**src/rtl/hazard_stall_unit_pkg.sv**
```systemverilog
// Shared pipeline constants and types for the D-stage stall decision.
// Tuse/Tnew encodings match the control unit's per-class tables.
package hazard_stall_unit_pkg;

    localparam int unsigned REG_W  = 5;
    localparam int unsigned TIME_W = 2;

    localparam logic [TIME_W-1:0] TUSE_BRANCH     = 2'd0;
    localparam logic [TIME_W-1:0] TUSE_ALU        = 2'd1;
    localparam logic [TIME_W-1:0] TUSE_STORE_DATA = 2'd2;
    localparam logic [TIME_W-1:0] TUSE_NONE       = 2'd3;

    localparam logic [TIME_W-1:0] TNEW_NONE = 2'd0;
    localparam logic [TIME_W-1:0] TNEW_ALU  = 2'd1;
    localparam logic [TIME_W-1:0] TNEW_MF   = 2'd1;
    localparam logic [TIME_W-1:0] TNEW_LOAD = 2'd2;

    localparam int unsigned MULT_CYCLES_DEF = 5;
    localparam int unsigned DIV_CYCLES_DEF  = 10;

    typedef struct packed {
        logic [REG_W-1:0]  dst;
        logic [TIME_W-1:0] tnew;
        logic              md_start;
        logic              md_is_div;
    } sb_entry_t;

    localparam sb_entry_t SB_BUBBLE = '0;

    // Advance an entry by one stage: result gets one cycle closer, MDU start is consumed.
    function automatic sb_entry_t sb_aged(input sb_entry_t x);
        sb_entry_t r;
        r      = SB_BUBBLE;
        r.dst  = x.dst;
        r.tnew = (x.tnew == '0) ? '0 : x.tnew - TIME_W'(1);
        return r;
    endfunction

    // A source is blocked when an in-flight producer needs longer than the consumer can wait.
    function automatic logic src_hazard(input logic [REG_W-1:0]  src,
                                        input logic [TIME_W-1:0] tuse,
                                        input sb_entry_t         e,
                                        input sb_entry_t         m);
        logic e_hit;
        logic m_hit;
        e_hit = (e.dst == src) && (e.tnew > tuse);
        m_hit = (m.dst == src) && (m.tnew > tuse);
        return (src != '0) && (tuse != TUSE_NONE) && (e_hit || m_hit);
    endfunction

endpackage

```
**src/rtl/hazard_stall_unit_md_busy_mirror.sv**
```systemverilog
// Shadow copy of the multiply/divide unit's busy counter, loaded when a
// mult/div leaves E and counted down to idle.
module hazard_stall_unit_md_busy_mirror
    import hazard_stall_unit_pkg::*;
#(
    parameter int unsigned MULT_CYCLES = MULT_CYCLES_DEF,
    parameter int unsigned DIV_CYCLES  = DIV_CYCLES_DEF
) (
    input  logic clk,
    input  logic reset,
    input  logic load,
    input  logic load_is_div,
    output logic md_busy
);

    localparam int unsigned MAX_CYCLES = (DIV_CYCLES > MULT_CYCLES) ? DIV_CYCLES : MULT_CYCLES;
    localparam int unsigned CNT_BITS   = $clog2(MAX_CYCLES + 1);
    localparam int unsigned CNT_W      = (CNT_BITS > 4) ? CNT_BITS : 4;

    logic [CNT_W-1:0] cnt_q;
    logic [CNT_W-1:0] cnt_d;

    // A new start always reloads, even if a previous operation is still counting.
    always_comb begin
        cnt_d = cnt_q;
        if (load) begin
            cnt_d = load_is_div ? CNT_W'(DIV_CYCLES) : CNT_W'(MULT_CYCLES);
        end else if (cnt_q != '0) begin
            cnt_d = cnt_q - CNT_W'(1);
        end
    end

    always_ff @(posedge clk) begin
        if (reset) begin
            cnt_q <= '0;
        end else begin
            cnt_q <= cnt_d;
        end
    end

    assign md_busy = (cnt_q != '0);

endmodule

```
**src/rtl/hazard_stall_unit.sv**
```systemverilog
// D-stage stall decision: shadow E/M scoreboard of destinations and Tnew,
// compared against the D instruction's Tuse, plus the MDU busy mirror.
module hazard_stall_unit
    import hazard_stall_unit_pkg::*;
#(
    parameter int unsigned MULT_CYCLES = MULT_CYCLES_DEF,
    parameter int unsigned DIV_CYCLES  = DIV_CYCLES_DEF
) (
    input  logic       clk,
    input  logic       reset,
    input  logic [4:0] D_rs,
    input  logic [4:0] D_rt,
    input  logic [1:0] D_tuse_rs,
    input  logic [1:0] D_tuse_rt,
    input  logic [4:0] D_dst,
    input  logic [1:0] D_tnew,
    input  logic       D_md_start,
    input  logic       D_md_is_div,
    input  logic       D_md_use,
    output logic       stall,
    output logic       md_busy
);

    sb_entry_t sb_e_q;
    sb_entry_t sb_e_d;
    sb_entry_t sb_m_q;
    sb_entry_t sb_m_d;

    logic haz_rs;
    logic haz_rt;
    logic haz_md;

    // A stalled D instruction is replaced by a bubble in E; M always takes the aged E entry.
    always_comb begin
        sb_e_d = SB_BUBBLE;
        sb_m_d = sb_aged(sb_e_q);
        if (!stall) begin
            sb_e_d.dst       = D_dst;
            sb_e_d.tnew      = D_tnew;
            sb_e_d.md_start  = D_md_start;
            sb_e_d.md_is_div = D_md_is_div;
        end
    end

    always_ff @(posedge clk) begin
        if (reset) begin
            sb_e_q <= SB_BUBBLE;
            sb_m_q <= SB_BUBBLE;
        end else begin
            sb_e_q <= sb_e_d;
            sb_m_q <= sb_m_d;
        end
    end

    hazard_stall_unit_md_busy_mirror #(
        .MULT_CYCLES (MULT_CYCLES),
        .DIV_CYCLES  (DIV_CYCLES)
    ) u_md_busy_mirror (
        .clk         (clk),
        .reset       (reset),
        .load        (sb_e_q.md_start),
        .load_is_div (sb_e_q.md_is_div),
        .md_busy     (md_busy)
    );

    // An MDU start sitting in E has not loaded the counter yet, so it blocks MDU users too.
    always_comb begin
        haz_rs = src_hazard(D_rs, D_tuse_rs, sb_e_q, sb_m_q);
        haz_rt = src_hazard(D_rt, D_tuse_rt, sb_e_q, sb_m_q);
        haz_md = D_md_use & (md_busy | sb_e_q.md_start);
        stall  = haz_rs | haz_rt | haz_md;
    end

endmodule

```
**config.mk**
```make
export PLATFORM = sky130hd
export DESIGN_NAME = hazard_stall_unit
export DESIGN_NICKNAME = d
export VERILOG_FILES = /design/src/rtl/hazard_stall_unit_pkg.sv /design/src/rtl/hazard_stall_unit_md_busy_mirror.sv /design/src/rtl/hazard_stall_unit.sv
export SDC_FILE = /design/constraint.sdc
export NUM_CORES = 1
export LEC_CHECK = 0
export CORE_AREA = 2 2 51 53
export DETAILED_ROUTE_END_ITERATION = 16
export DIE_AREA = 0 0 53 55
export GPL_TIMING_DRIVEN = 0
export PLACE_DENSITY = 0.92
export SLEW_MARGIN = 10
export SYNTH_ARGS = -nofsm -noshare
export SYNTH_HDL_FRONTEND = slang
export SYNTH_SLANG_ARGS = --single-unit
```
**constraint.sdc**
```tcl
create_clock -name clk -period 6.45 [get_ports clk]
set_clock_uncertainty 0.15 [all_clocks]
set_input_delay 1.935 -clock clk [delete_from_list [all_inputs] [get_ports clk]]
set_output_delay 1.935 -clock clk [all_outputs]
set_load 0.1 [all_outputs]
```
==> key figures <==
Clock network
  • CTS Buf Count: 3
  • Total clock sinks: 20
  • Clock latency at the later pin of the worst-skew pair: 0.31 ns
  • Buffers from clock root to sink, at most: 2
  • Post-CTS Resized: 4
  • CTS root buffer: clkbuf_4
  • H-tree depth: 1
  • CTS tree: yes
  • Hold_buf cts: 0
  • Clock slew seen by the registers of the worst setup and hold paths: 0.11 ns
  • Post-CTS Setup Inserts: 0

Drt
  • Post-route antenna net violation count: 0
  • Pre-antenna DRT Iters: 4
  • Vias per cell: 5.24
  • Drt total wl: 2.54 mm
  • DRC viols: 0
  • Wire per inst: 13.1 um
  • Total number of vias: 1016
  • Initial DRC count: 6

Timing
  • RSZ-0062 raised after global routing: no
  • Final Max Tran Viols: 0
  • Final critical-path required period: 6.34 ns
  • Setup TNS: 0 ns
  • Final Hold Vio Count: 0
  • Slew HR: 0.357
  • Final setup violation count: 0
  • Worst Max-Slew Pin Slew: 0.962 ns
  • Worst Slack Setup Final: 0.111 ns
  • Fmax: 158 MHz
  • Tcrit/Tclk final: 0.983

Final layout
  • # diodes: 0
  • Area delta synth->final: 27.5%
  • Layout cells sized above 1: 0.0549
  • Fill cells: 202
  • Final Net Count: 202

Status
  • Status: completed

Synthesis
  • Cells after Synth: 134
  • Mapped Nets: 171
  • Synth unique cells: 24
  • Mapped Avg Cell Area: 8.95 um2
  • Dominant cell type by area after synthesis: dfxtp_1
  • Mapped Area: 0.00120 mm2
  • Seq/Total Area, Yosys: 0.334
  • Synth area leaders: dfxtp_1 33%, ha_1 11%, xnor2_1 9.5%, xor2_1 7.3%, nor4_1 6.8%
  • FF+latch count, synth: 20
  • Synth warn: 0
  • Post-synth top area share: 0.334

Global routing
  • Largest net degree at the start of global routing: 12
  • Global route overflow: 0
  • Initial antenna violation count: 0
  • GRT Util Overall: 0.198
  • Number of global-route vias before repair: 1058
  • First-pass GRT wire length: 4.12 mm

Setup path
  • Critical Path RT: 4.37 ns
  • Worst setup SP type: input pin
  • Worst Path Max Fanout: 10
  • Setup crit end kind: primary output
  • WS Path Type: input pin to primary output
  • Arr. time, crit path: 4.25 ns

Floorplanning
  • Initial Utilization: 0.507
  • Die Span Y: 55 um
  • Die area: 0.00292 mm2
  • Die W: 53 um
  • I/O pin count: 28
  • Core Region: 0.00236 mm2
  • Row count: 18

Pwr
  • Max rail drop VDD: 0.000360 V
  • Leakage: 0.000618 uW
  • Pwr Density: 318 mW/mm2
  • Total power: 486 uW

Placed design
  • PortBufs: 26
  • Post-place setup slack: -0.567 ns
  • DP HPWL: 2.13 mm
  • GPL Wtd Cong: 0.909

Min path
  • Min-Delay Path Class: register to register

Flow run
  • Number of max-cap violations: 0
## logic make-up (layout without fill, tap and decap cells)
| kind of cell | after synthesis | in the layout | share of synthesized area |
|---|---|---|---|
| flip-flops | 20 | 20 | 0.334 |
| AND/OR/NAND/NOR | 51 | 51 | 0.248 |
| adder cells (fa/ha/maj) | 11 | 11 | 0.115 |
| AO/OA/AOI/OAI | 12 | 12 | 0.0689 |
| buffers and inverters | 17 | 47 | 0.0658 |
| XOR/XNOR | 23 | 23 | 0.168 |
## Yosys cell counts
library cell / number
a211oi_1: 1
a21oi_1: 6
buf_6: 2
a22oi_1: 1
o221a_2: 1
buf_1: 1
nand2_1: 7
xnor2_1: 13
o221a_1: 1
or4_1: 2
o21a_1: 2
or3b_1: 1
ha_1: 11
inv_1: 11
nor2b_1: 6
nand2b_1: 10
nand4_1: 4
dfxtp_1: 20
clkbuf_1: 3
nor2_1: 4
xor2_1: 10
nor3_1: 3
or3_4: 1
nor4_1: 13
## flip-flops by register name (all words and copies together) (netlist names)
signal and flops:
u_md_busy_mirror.cnt_q 4, sb_e_q 9, sb_m_q 7
## metrics by stage
step,cell area [um2],hold slack [ns],instances,utilization
after global routing,1530,0.295,194,0.646
after floorplan,1200,0.250,134,-
after detailed placement,1500,0.258,190,0.633
after global placement,1500,0.255,190,0.633
final,1530,0.279,194,0.646
after CTS,1530,0.281,194,0.648
## final timing paths
check / start / to / slack [ns] / cells past startpoint
worst min-delay path: sb_e_q[2]$_SDFF_PP0_ / sb_m_q[2]$_SDFF_PP0_ / 0.28 / 1
worst min register to register: sb_e_q[2]$_SDFF_PP0_ / sb_m_q[2]$_SDFF_PP0_ / 0.28 / 1
worst max-delay path: D_tuse_rt[1] / stall / 0.11 / 10
worst max register to register: u_md_busy_mirror.cnt_q[0]$_SDFFE_PP0N_ / sb_e_q[5]$_SDFF_PP0_ / 4.48 / 7
## routing by layer
layer / track usage / vias up / routed length (um)
li1: - / 519 / -
met1: 0.190 / 463 / 1050
met2: 0.392 / 27 / 1310
met3: 0.0215 / 7 / 105
met4: 0.141 / 0 / 70
met5: 0 / - / 0
## cell usage in the layout, fill, tap and decap left out, types with 6 or more instances in the layout
master	n
nand2_1	7
nor2b_1	6
dfxtp_1	20
a21oi_1	6
inv_1	11
xnor2_1	13
nand2b_1	10
clkdlybuf4s50_1	25
ha_1	11
nor4_1	13
xor2_1	10
## power by group
| part | total [uW] | internal, uW | leakage, uW | switching, uW |
|---|---|---|---|---|
| registers | 170 | 148 | 0.000165 | 21.8 |
| logic | 244 | 97.5 | 0.000433 | 147 |
| clock network | 71.6 | 34.5 | 0.0000210 | 37.1 |
## layout make-up
| class | instances | area (um2) | area share |
|---|---|---|---|
| multi-input combinational | 97 | 719 | 0.471 |
| sequential | 20 | 400 | 0.262 |
| timing repair buffer | 26 | 255 | 0.167 |
| inverter | 11 | 41.3 | 0.0270 |
| buffer | 6 | 37.5 | 0.0246 |
| tap | 30 | 37.5 | 0.0246 |
| clock buffer | 4 | 36.3 | 0.0238 |
## worst max-delay path, stage by stage
cell and delay [ns]:
clkdlybuf4s50_1 0.49, inv_1 0.06, ha_1 0.31, nand2_1 0.08, nand4_1 0.09, nor4_1 0.31, o221a_1 0.30, buf_6 0.15
or3_4 0.11, buf_2 0.41
(Power assumes the default switching activity.)
